**src/rtl/enc_pkg.sv**
```systemverilog
// Shared definitions for the round-robin priority encoder.
// Mode encodings and a constant clog2 used to check the index width parameter.
package enc_pkg;

    localparam logic MODE_FIXED = 1'b0;
    localparam logic MODE_RR    = 1'b1;

    // Smallest r such that 2**r >= v (returns 0 for v <= 1).
    function automatic int clog2(input int v);
        int r;
        r = 0;
        while ((1 << r) < v) r++;
        return r;
    endfunction

endpackage

```
**src/rtl/prio_pick.sv**
```systemverilog
// Combinational wrapped downward search over a request vector.
// Fixed mode searches from N-1; round-robin mode searches from start,
// then downward, wrapping from 0 to N-1. The first set bit wins.
module prio_pick
    import enc_pkg::*;
#(
    parameter int N = 8,
    parameter int W = 3
) (
    input  logic [N-1:0] req,
    input  logic [W-1:0] start,
    input  logic         mode,
    output logic [W-1:0] idx,
    output logic         any
);

    int s;
    int c;

    // Scan N positions downward from the effective start and keep the first hit.
    always_comb begin
        // NOTE: every variable written here gets a default first, so no latch is inferred.
        idx = '0;
        any = 1'b0;
        s   = (mode == MODE_RR) ? int'(start) : N - 1;
        c   = 0;
        for (int k = 0; k < N; k++) begin
            c = s - k;
            if (c < 0) c = c + N;
            if (!any && req[W'(c)]) begin
                any = 1'b1;
                idx = W'(c);
            end
        end
    end

endmodule

```
**src/rtl/rr_priority_encoder.sv**
```systemverilog
// Registered N-to-W priority encoder for active-low requests with
// fixed or round-robin selection and a valid/ready output handshake.
// Optional macro ENC_ONEHOT_EN adds a registered one-hot grant output gnt_oh.
module rr_priority_encoder
    import enc_pkg::*;
#(
    parameter int N = 8,
    parameter int W = 3
) (
    input  logic         clk,
    input  logic         rst,
    input  logic [N-1:0] req_n,
    input  logic         mode,
    input  logic         out_ready,
    output logic         out_valid,
    output logic [W-1:0] y
`ifdef ENC_ONEHOT_EN
    ,
    output logic [N-1:0] gnt_oh
`endif
);

    if (W != clog2(N)) begin : g_bad_w
        $error("rr_priority_encoder: W must equal ceil(log2(N))");
    end

    localparam logic [W-1:0] PTR_RST = W'(N - 1);

    logic [N-1:0] req;
    logic         load;
    logic         hs;
    logic [W-1:0] pick_idx;
    logic         pick_any;

    logic         out_valid_q, out_valid_d;
    logic [W-1:0] y_q, y_d;
    logic [W-1:0] ptr_q, ptr_d;

    assign req  = ~req_n;
    assign load = !out_valid_q || out_ready;
    assign hs   = out_valid_q && out_ready;

    // The search starts from the pointer as it will be after this edge, so a
    // consumed index is never offered again back-to-back.
    prio_pick #(.N(N), .W(W)) u_pick (
        .req   (req),
        .start (ptr_d),
        .mode  (mode),
        .idx   (pick_idx),
        .any   (pick_any)
    );

    // Next pointer tracks the consumed index in both modes; output stage loads or holds.
    always_comb begin
        ptr_d       = ptr_q;
        y_d         = y_q;
        out_valid_d = out_valid_q;
        if (hs) begin
            ptr_d = (y_q == '0) ? PTR_RST : y_q - W'(1);
        end
        if (load) begin
            out_valid_d = pick_any;
            if (pick_any) y_d = pick_idx;
        end
    end

    // Output register and pointer, asynchronously reset.
    always_ff @(posedge clk or posedge rst) begin
        if (rst) begin
            out_valid_q <= 1'b0;
            y_q         <= '0;
            ptr_q       <= PTR_RST;
        end else begin
            // NOTE: state flops use non-blocking assignment so all registers update from pre-edge values.
            out_valid_q <= out_valid_d;
            y_q         <= y_d;
            ptr_q       <= ptr_d;
        end
    end

    assign out_valid = out_valid_q;
    assign y         = y_q;

`ifdef ENC_ONEHOT_EN
    logic [N-1:0] gnt_q, gnt_d;

    // One-hot of the loaded index; cleared whenever the stage loads with no request.
    always_comb begin
        gnt_d = gnt_q;
        if (load) begin
            for (int i = 0; i < N; i++) begin
                gnt_d[i] = pick_any && (pick_idx == W'(i));
            end
        end
    end

    // One-hot grant register, follows the same load/hold rules as y.
    always_ff @(posedge clk or posedge rst) begin
        if (rst) gnt_q <= '0;
        else     gnt_q <= gnt_d;
    end

    assign gnt_oh = gnt_q;
`else
    // No one-hot register in this build.
`endif

endmodule

```
**config.mk**
```make
export PLATFORM = sky130hd
export DESIGN_NAME = rr_priority_encoder
export DESIGN_NICKNAME = d
export VERILOG_FILES = /design/src/rtl/enc_pkg.sv /design/src/rtl/prio_pick.sv /design/src/rtl/rr_priority_encoder.sv
export SDC_FILE = /design/constraint.sdc
export NUM_CORES = 1
export LEC_CHECK = 0
export CORE_MARGIN = 8
export CORE_UTILIZATION = 50
export DETAILED_ROUTE_END_ITERATION = 8
export PLACE_DENSITY = 0.8
export RECOVER_POWER = 100
export SETUP_SLACK_MARGIN = 0.4
export SYNTH_ARGS = -nofsm -noshare
export SYNTH_HDL_FRONTEND = slang
export SYNTH_SLANG_ARGS = --single-unit
```
**constraint.sdc**
```tcl
create_clock -name clk -period 4.65 [get_ports clk]
set_input_delay 0.93 -clock clk [delete_from_list [all_inputs] [get_ports clk]]
set_output_delay 0.93 -clock clk [all_outputs]
set_load 0.05 [all_outputs]
```
After elaboration in Yosys (flattened, before gate mapping)
Cells that the tools add are included.
{"block": "totals", "elab_cells": 106, "out_inout_bits": 4, "input_bits": 12, "mem_bits_rw": 0, "regBits": 7, "latch_bits": 0, "mem_count": 0, "romBits": 0}
{"block": "op_classes", "eq_ne": 0, "bitwise_logic": 1, "magnitude_cmp": 16, "multipliers": 0, "n_addsub": 16, "reduce_logical": 19, "n_div": 0, "muxes": 51, "shifts": 0}
{"operator": "32-bit by 1-bit < comparator with 1-bit output, second input constant", "n": 8}
{"operator": "3-bit 2-to-1 mux", "n": 19}
{"operator": "3-bit by 5-bit < comparator with 1-bit output, second input constant", "n": 8}
{"operator": "3-bit by 1-bit adder with 3-bit output, second input constant", "n": 8}
{"operator": "1-bit binary-select mux with 3-bit select", "n": 8}
{"operator": "1-bit 2-to-1 mux", "n": 24}
{"operator": "3-bit by 3-bit subtractor with 4-bit output, second input constant", "n": 4}
{"operator": "1-bit logical AND", "n": 8}
{"operator": "1-bit logical NOT", "n": 8}
{"operator": "8-bit NOT", "n": 1}
{"operator": "3-bit by 2-bit subtractor with 4-bit output, second input constant", "n": 2}
{"operator": "3-bit by 1-bit subtractor with 4-bit output, second input constant", "n": 1}
{"operator": "3-bit logical NOT", "n": 1}
{"operator": "3-bit by 1-bit subtractor with 3-bit output, second input constant", "n": 1}
{"operator": "2-bit AND reduction", "n": 1}
{"operator": "1-bit logical OR", "n": 1}

Logic depth before layout (Yosys ltp)
Gate-level depths: netlist (run 1).
{"block": "depth", "ltp_word": 32, "ltp_mapped": 16, "mapped_depth_nobuf": 16}

Cells and area by module
Synthesis (run 1) repeated with hierarchy kept, for this count alone.
{"block": "unflattened", "cells_unflattened": 165, "area_unflattened_um2": 1397.6}
{"mod": "prio_pick", "n_inst": 1, "cells_per_inst": 129, "area_per_inst_um2": 1031.0, "seq_area_each_um2": 0.0}
{"mod": "rr_priority_encoder", "n_inst": 1, "cells_per_inst": 36, "area_per_inst_um2": 366.6, "seq_area_each_um2": 178.9}

Worst setup path before layout (run 1)
OpenSTA, ideal clock, no wires.
{"block": "synth_timing", "kind": "register -> register", "startpoint": "register y_q[0], in the netlist y[0]", "endpoint": "register y_q[2], in the netlist y[2]", "setup_slack_ns": 0.651, "t_required_ns": 4.528, "period_less_slack_ns": 3.999, "path_stages_with_launch": 16, "arrival_time_ns": 3.877, "path_buffers": 0, "setup_ns": 0.122, "path_cell_list": "dfrtp_1 > inv_1 > ha_1 > ha_1 > nand4b_1 > nand2_4 > inv_2 > nor2_2 > inv_2 > ha_1 > xor2_1 > mux4_2 > nor2b_4 > nand4_4 > or4_1 > a32o_1"}
{"block": "synth_between", "elab_chain_len": 32, "elab_cells_between_ends": 91, "cone_classes": "16 x add/sub; 8 x order compare; 51 x mux; 16 x reduce/logical"}
{"element": "from (decl)", "line": "rr_priority_encoder.sv:36", "source": "logic [W-1:0] y_q, y_d;"}
{"element": "from (signal assigned)", "line": "rr_priority_encoder.sv:76", "source": "y_q <= y_d;"}
{"element": "3-bit by 1-bit subtractor with 3-bit output / 3-bit logical NOT (equally long branches)", "line": "rr_priority_encoder.sv:59", "source": "ptr_d = (y_q == '0) ? PTR_RST : y_q - W'(1);"}
{"element": "3-bit 2-to-1 mux *", "line": "rr_priority_encoder.sv:59"}
{"element": "3-bit 2-to-1 mux *", "line": "rr_priority_encoder.sv:58", "source": "if (hs) begin"}
{"element": "named net ptr_d[1]", "line": "rr_priority_encoder.sv:37", "source": "logic [W-1:0] ptr_q, ptr_d;"}
{"element": "3-bit 2-to-1 mux *", "line": "prio_pick.sv:25", "source": "s = (mode == MODE_RR) ? int'(start) : N - 1;"}
{"element": "branches (longest 28 deep; another with 32-bit by 1-bit < comparator with 1-bit output)"}
Mark *: on every way through the listed nets, which the timed path passes. The select of a mux whose other input is x is not followed.
A chain may end at the register's enable or synchronous reset.

Final worst setup path (run 1)
{"block": "layout_timing", "startpoint": "input out_ready", "endpoint": "register y_q[2], in the netlist y[2]"}
{"block": "layout_between", "elab_chain_len": 31, "elab_cells_between_ends": 90, "cone_classes": "15 x add/sub; 8 x order compare; 50 x mux; 17 x reduce/logical"}
{"element": "from (decl)", "line": "rr_priority_encoder.sv:14", "source": "input logic out_ready,"}
{"element": "1-bit logical AND *", "line": "rr_priority_encoder.sv:41", "source": "assign hs = out_valid_q && out_ready;"}
{"element": "3-bit 2-to-1 mux *", "line": "rr_priority_encoder.sv:58"}
{"element": "named net ptr_d[1]", "line": "rr_priority_encoder.sv:37"}
{"element": "3-bit 2-to-1 mux *", "line": "prio_pick.sv:25"}
{"element": "branches (longest 28 deep; another with 32-bit by 1-bit < comparator with 1-bit output)"}
Marks and branches as above.

==> impl_metrics.tcl, run 1 <==
set metrics [dict create \
    first_global_vias 1145 \
    slew_violations 0 \
    hp-class "flip-flop to flip-flop" \
    h-tree-depth 1 \
    drt-total-wl_mm 3.12 \
    worst_ep_arrival_time_ns 4.20 \
    max_stage_delay_ns 0.55 \
    grt.total_usage_pct 14.6 \
    ys.flop_type "dfrtp_1" \
    ctsLongestPathBuffers 2 \
    grt_first_pass_wirelength_mm 5.10 \
    worst_slew_pin_slew_ns 0.580 \
    root_buffer "clkbuf_4" \
    fin_nets 173 \
    fmax_mhz 246 \
    area_growth_pct 17.1 \
    route.detailed.drc 0 \
    setup_tns_ns 0 \
    routedWlPerCell_um 16.9 \
    synth_seq_area_share_pct 14.9 \
    powerDensity_nw_per_um2 714 \
    cap_violations 0 \
    cp_cell_sequence "dlymetal6s2s_1 -> a21o_1 -> nand2_1 -> inv_2 -> nor2_1 -> inv_2 -> ha_1 -> xor2_1 -> mux4_2 -> nor2b_4 -> nand4_4 -> or4_1 -> a32o_1" \
    reg2reg_slack_ns 0.59 \
    start_util_pct 53.6 \
    outcome "finished clean" \
    leakage_nw 0.656 \
    dp_cells 179 \
    fin_crit_sh_pct 87.4 \
    synth_area_leaders "mux2i_1 (22%), dfrtp_1 (8.4%), dfstp_2 (6.6%), mux2_2 (6.6%), ha_1 (4.2%)" \
    place_congestion 0.939 \
    worstHoldEndpoint "y[1]" \
    startpoint_type "input port" \
    grt_max_degree 13 \
    synth_area_per_cell_um2 8.80 \
    r2r-start "y[0]" \
    globalRoute.totalOverflow 0 \
    ys_warn_count 0 \
    maxSlewHeadroom_pct 60.3 \
    drtAntennaViolNets 0 \
    r2r-end "y[2]" \
    path_class "input port to flip-flop" \
    vdd_drop_max_mv 0.344 \
    cts_hold_buf 0 \
    drt-initial-drc-count 84 \
    async_flop_share_pct 100 \
    crit_top_cell "inv_2" \
    finalCriticalPeriod_ns 4.06 \
    ys_ff_latch 7 \
    die_w_um 64.9 \
    syn-num-nets 152 \
    cts_sinks 7 \
    layoutNonFillerInstCount 184 \
    ioPinCount 16 \
    crit_path_top_delay_cell "or4_1" \
    hp-start "y[1]" \
    whs_path_depth 2 \
    numPortBuffers 15 \
    rows 17 \
    critPathTopFamily "simple AND/OR/NAND/NOR gates" \
    rsz0062_at_grt "false" \
    synth_cell_types 49 \
    path_buf_inv 3 \
    antenna_found_initial 0 \
    n_fill_cell 186 \
    cts_made_buffers 3 \
    hpwl_mm 2.52 \
    fin_skew_ns 0.00399 \
    clkTransAtPathRegs_ns 0.05 \
    syn_inst 136 \
    synth.most_common_cell "mux2i_1" \
    critical_path_required_ns 4.79 \
    cts_tree "built" \
    via_per_inst 6.22 \
    multi_input_area_um2 942 \
    firstDrtPassIters 4 \
    hold_violations 0 \
    synth_top_cell_by_area "mux2i_1" \
    clk_latency_ns 0.25 \
    fp.coreArea_um2 2230 \
    finalSetupViolCount 0 \
    ys_top_cells_by_count "mux2i_1 (26), nand2_1 (10), inv_1 (8)" \
    design_area_um2 1400 \
    seqCellArea_um2 179 \
    die_h_um 64.9 \
    critPathCaptureType "flip-flop" \
    syn_area_um2 1200 \
    placed_area_um2 1380 \
    synth-edff-count 0 \
    layout-drive-gt1-share_pct 15.4 \
    vias 1145 \
    dieArea_um2 4220 \
    reg2reg_depth 15 \
    path_max_fanout 8 \
    antenna_cells 0 \
    synth.top_cell.area_share_pct 21.7 \
]
==> worst reg2reg max path: cells and delay by family, from the launching register on <==
family	cells	cell delay [ns]
buf+inv	3	0.30
xor+xnor	1	0.27
flops	1	0.41
fa+ha+maj	3	0.64
mux	1	0.42
simple gates	6	1.64
compound gates	1	0.25
==> sequential cells by signal, summed over array words and instances (netlist names) <==
| register | flops |
|---|---|
| out_valid | 1 |
| ptr_q | 3 |
| y | 3 |
==> routing by layer <==
layer / routed length [um] / track usage (%)
met2: 1560 / 26.0
met4: 55 / 6.27
met1: 1370 / 17.1
met5: 0 / 0
met3: 139 / 1.89
==> area by class of cell <==
| type | instances | area share (%) |
|---|---|---|
| Clock buffer | 4 | 1.87 |
| Tap cell | 28 | 2.50 |
| Timing Repair Buffer | 19 | 13.0 |
| Multi-Input combinational cell | 116 | 67.2 |
| Sequential cell | 7 | 12.8 |
| Inverter | 10 | 2.68 |
==> where the power goes <==
part           internal (mW)  total [mW]  switching, mW  leakage, nW
clock                 0.0328      0.0554         0.0226       0.0150
sequential            0.0972       0.119         0.0217       0.0762
combinational          0.347       0.827          0.480        0.565
total                  0.477        1.00          0.525        0.656
==> cell usage in the layout, fill, tap and decap left out, types with 3 or more instances in the layout <==
| cell type | count |
|---|---|
| nand2_1 | 11 |
| mux2i_1 | 26 |
| o21ai_0 | 5 |
| xnor2_1 | 4 |
| a21oi_1 | 3 |
| buf_4 | 4 |
| ha_1 | 4 |
| o31ai_1 | 3 |
| a21o_1 | 3 |
| nor2_1 | 8 |
| inv_1 | 8 |
| dfstp_2 | 3 |
| clkbuf_4 | 3 |
| dfrtp_1 | 4 |
| mux2_2 | 7 |
| dlygate4sd3_1 | 5 |
| clkdlybuf4s50_1 | 9 |
==> repair_timing <==
action / in CTS / in global routing
buffers inserted: 0 / 1
gates resized for setup: 0 / 3
setup endpoints to repair: 0 / 3
==> worst max path at each step <==
stage | startpoint | endpoint | slack (ns) | cells after the start
CTS | out_ready | y[2] | 0.52 | 13
finish | out_ready | y[2] | 0.59 | 13
detailed placement | out_ready | y[2] | 0.28 | 13
floorplan | y[0] | y[2] | 0.65 | 15
global route | y[0] | y[0] | 0.29 | 16
global placement | out_ready | y[2] | 0.33 | 13
==> stage by stage <==
stage | util [%] | hold slack [ns] | total power, mW | setup WS, ns
2_1_floorplan | - | 0.529 | 0.757 | 0.651
3_3_place_gp | 61.6 | 0.496 | 0.923 | 0.333
3_5_place_dp | 61.6 | 0.507 | 0.934 | 0.276
4_1_cts | 62.8 | 0.520 | 0.995 | 0.517
5_1_grt | 62.8 | 0.532 | 1.07 | 0.286
6_report | 62.8 | 0.514 | 1.00 | 0.587
==> cells by family (layout without fill, tap and decap cells) <==
kind of cell	Yosys count	after routing	synth area share [%]
adders and majority gates	4	4	4.18
and+or+nand+nor	38	38	19.3
AOI/OAI and AO/OA	34	34	21.4
buffers and inverters	13	33	5.54
muxes	34	34	30.2
DFF	7	7	14.9
xor gates and xnor gates	6	6	4.39
Power figures use the tool's default switching activity.
==> inputs of run 2 (changes only) <==
--- a/config.mk
+++ b/config.mk
@@ -5,10 +5,11 @@
 export SDC_FILE = /design/constraint.sdc
 export NUM_CORES = 1
 export LEC_CHECK = 0
+export ABC_AREA = 1
 export CORE_MARGIN = 8
 export CORE_UTILIZATION = 50
 export DETAILED_ROUTE_END_ITERATION = 8
-export PLACE_DENSITY = 0.8
+export PLACE_DENSITY = 0.78
 export RECOVER_POWER = 100
 export SETUP_SLACK_MARGIN = 0.4
 export SYNTH_ARGS = -nofsm -noshare
==> run 2 against run 1 <==
Net effect:
- die area rose by 15%
- combinational power is 2% lower
- flip-flop and latch count stayed put
- clock-buffer cell count unchanged
- highest routed layer unchanged
==> impl_metrics.tcl, run 2 <==
set metrics [dict create \
    fin_nets 257 \
    ys.flop_type "dfrtp_1" \
    design_area_um2 1590 \
    finalSetupViolCount 0 \
    h-tree-depth 1 \
    post-route-util_pct 57.8 \
    layoutNonFillerInstCount 271 \
    hold_violations 0 \
    layout_common_cells "nand2_1 (68), nand3_1 (37), inv_1 (31)" \
    synth.top_cell.area_share_pct 17.5 \
    syn_inst 226 \
    synth-edff-count 0 \
    area_growth_pct 10.7 \
    grt_first_pass_wirelength_mm 6.11 \
    fp.coreArea_um2 2760 \
    synth_seq_area_share_pct 12.4 \
    syn_area_um2 1440 \
    rsz0062_at_grt "false" \
    grt_max_degree 14 \
    layout-drive-gt1-share_pct 19.2 \
    path_class "input port to flip-flop" \
    cap_violations 0 \
    ys_top_cells_by_count "nand2_1 (67), nand3_1 (37), inv_1 (30)" \
    ys_warn_count 0 \
    drtAntennaViolNets 0 \
    synth_cell_types 32 \
    hp-class "flip-flop to flip-flop" \
    drt-initial-drc-count 61 \
    place_congestion 0.888 \
    worst_ep_arrival_time_ns 4.07 \
    numPortBuffers 15 \
    cts_sinks 7 \
    worst_slew_pin_slew_ns 0.516 \
    synth_area_leaders "nand2_1 (17%), nand3_1 (13%), inv_1 (7.8%), dfrtp_1 (7.0%), nand2_2 (6.1%)" \
    synth_top_cell_by_area "nand2_1" \
    startpoint_type "input port" \
    synth.most_common_cell "nand2_1" \
    routedWlPerCell_um 12.6 \
    fin_skew_ns 0.000486 \
    vdd_drop_max_mv 0.420 \
    antenna_found_initial 0 \
    die_h_um 69.6 \
    vias 1477 \
    post_cts_resized 0 \
    rows 19 \
    critPathCaptureType "flip-flop" \
    cts_hold_buf 0 \
    dieArea_um2 4850 \
    fmax_mhz 255 \
    firstDrtPassIters 4 \
    cts_tree "built" \
    setup_ws_ns 0.735 \
    pre_cts_slack_ns 0.784 \
    crit_path_top_delay_cell "dlygate4sd3_1" \
    outcome "finished clean" \
    async_flop_share_pct 100 \
    hpwl_mm 2.87 \
    grt.total_usage_pct 14.7 \
    via_per_inst 5.45 \
    cts_made_buffers 3 \
    synth_area_per_cell_um2 6.37 \
    cp_cell_sequence "dlygate4sd3_1 -> nand2_1 -> inv_4 -> nand2_2 -> nand3_4 -> inv_1 -> ha_1 -> xor2_2 -> nand3_1 -> nand2_2 -> nand4_4 -> nor2_8 -> nand4_2 -> nand2_2 -> inv_1 -> nand3_1 -> nand2_1" \
    die_w_um 69.6 \
    maxSlewHeadroom_pct 65.3 \
    critical_path_required_ns 4.80 \
    leakage_nw 0.874 \
    slew_violations 0 \
    start_util_pct 52.2 \
    clkTransAtPathRegs_ns 0.05 \
    powerDensity_nw_per_um2 622 \
    route.detailed.drc 0 \
    first_global_vias 1379 \
    ioPinCount 16 \
    ys_ff_latch 7 \
    drt-total-wl_mm 3.40 \
    dp_cells 267 \
    syn-num-nets 242 \
    ctsLongestPathBuffers 2 \
    globalRoute.totalOverflow 0 \
    clk_latency_ns 0.26 \
    antenna_cells 0 \
    setup_tns_ns 0 \
    crit_top_cell "nand2_2" \
    fin_crit_sh_pct 84.2 \
    path_max_fanout 13 \
    placed_area_um2 1580 \
    cts_setup_buffers 0 \
    final_common_cell "nand2_1" \
    max_stage_delay_ns 0.57 \
    root_buffer "clkbuf_4" \
    finalCriticalPeriod_ns 3.92 \
]
[run 2: critical path: cells and delay by family]
| kind | cells | cell delay [ns] |
|---|---|---|
| simple gates | 11 | 1.52 |
| fa+ha+maj | 1 | 0.32 |
| xor+xnor | 1 | 0.26 |
| buf+inv | 4 | 1.03 |
[run 2: power breakdown]
part | leakage, nW | total (mW) | internal (mW) | switching [mW]
logic | 0.782 | 0.813 | 0.256 | 0.557
registers | 0.0773 | 0.121 | 0.0982 | 0.0231
clock network | 0.0150 | 0.0570 | 0.0329 | 0.0241
total | 0.874 | 0.991 | 0.387 | 0.604
[run 2: kinds of logic (layout without fill, tap and decap cells)]
family                   Yosys count  count (layout)  share of synthesized area [%]
AO/OA/AOI/OAI                     13              13                           6.43
XOR/XNOR                           2               2                           2.26
adder cells (fa/ha/maj)            4               4                           3.48
buffers and inverters             39              53                           12.8
flip-flops                         7               7                           12.4
AND/OR/NAND/NOR                  161             161                           62.6
[run 2: cell type report]
| cell class | instances | area [um2] |
|---|---|---|
| Timing Repair Buffer | 16 | 158 |
| Multi-Input combinational cell | 180 | 1060 |
| Clock buffer | 4 | 26.3 |
| Sequential cell | 7 | 179 |
| Tap cell | 31 | 38.8 |
| Inverter | 33 | 126 |
| Fill cell | 263 | 1160 |
[run 2: per-stage QoR]
step / hold WS (ns) / total power [mW]
floorplan: 0.489 / 0.793
global placement: 0.498 / 0.939
detailed placement: 0.511 / 0.941
CTS: 0.525 / 1.00
global route: 0.536 / 1.10
finish: 0.513 / 0.991
[run 2: path summary, 6_finish.rpt]
| path | end | slack, ns | depth (start not counted) | start |
|---|---|---|---|---|
| max reg2reg | y[0] | 1.35 | 19 | y[0] |
| max | y[0] | 0.73 | 17 | out_ready |
| max in group asynchronous | ptr_q[2] | 3.34 | 2 | rst |
| min | y[2] | 0.51 | 2 | y[2] |
| min in group asynchronous | out_valid | 1.04 | 2 | rst |
| min reg2reg | y[2] | 0.51 | 2 | y[2] |
[run 2: per-layer routing]
metal	share of wire, %	global-route usage (%)
met1	47	18.9
met2	45	23.6
met3	6.0	2.29
met4	2.0	6.47
met5	0	0
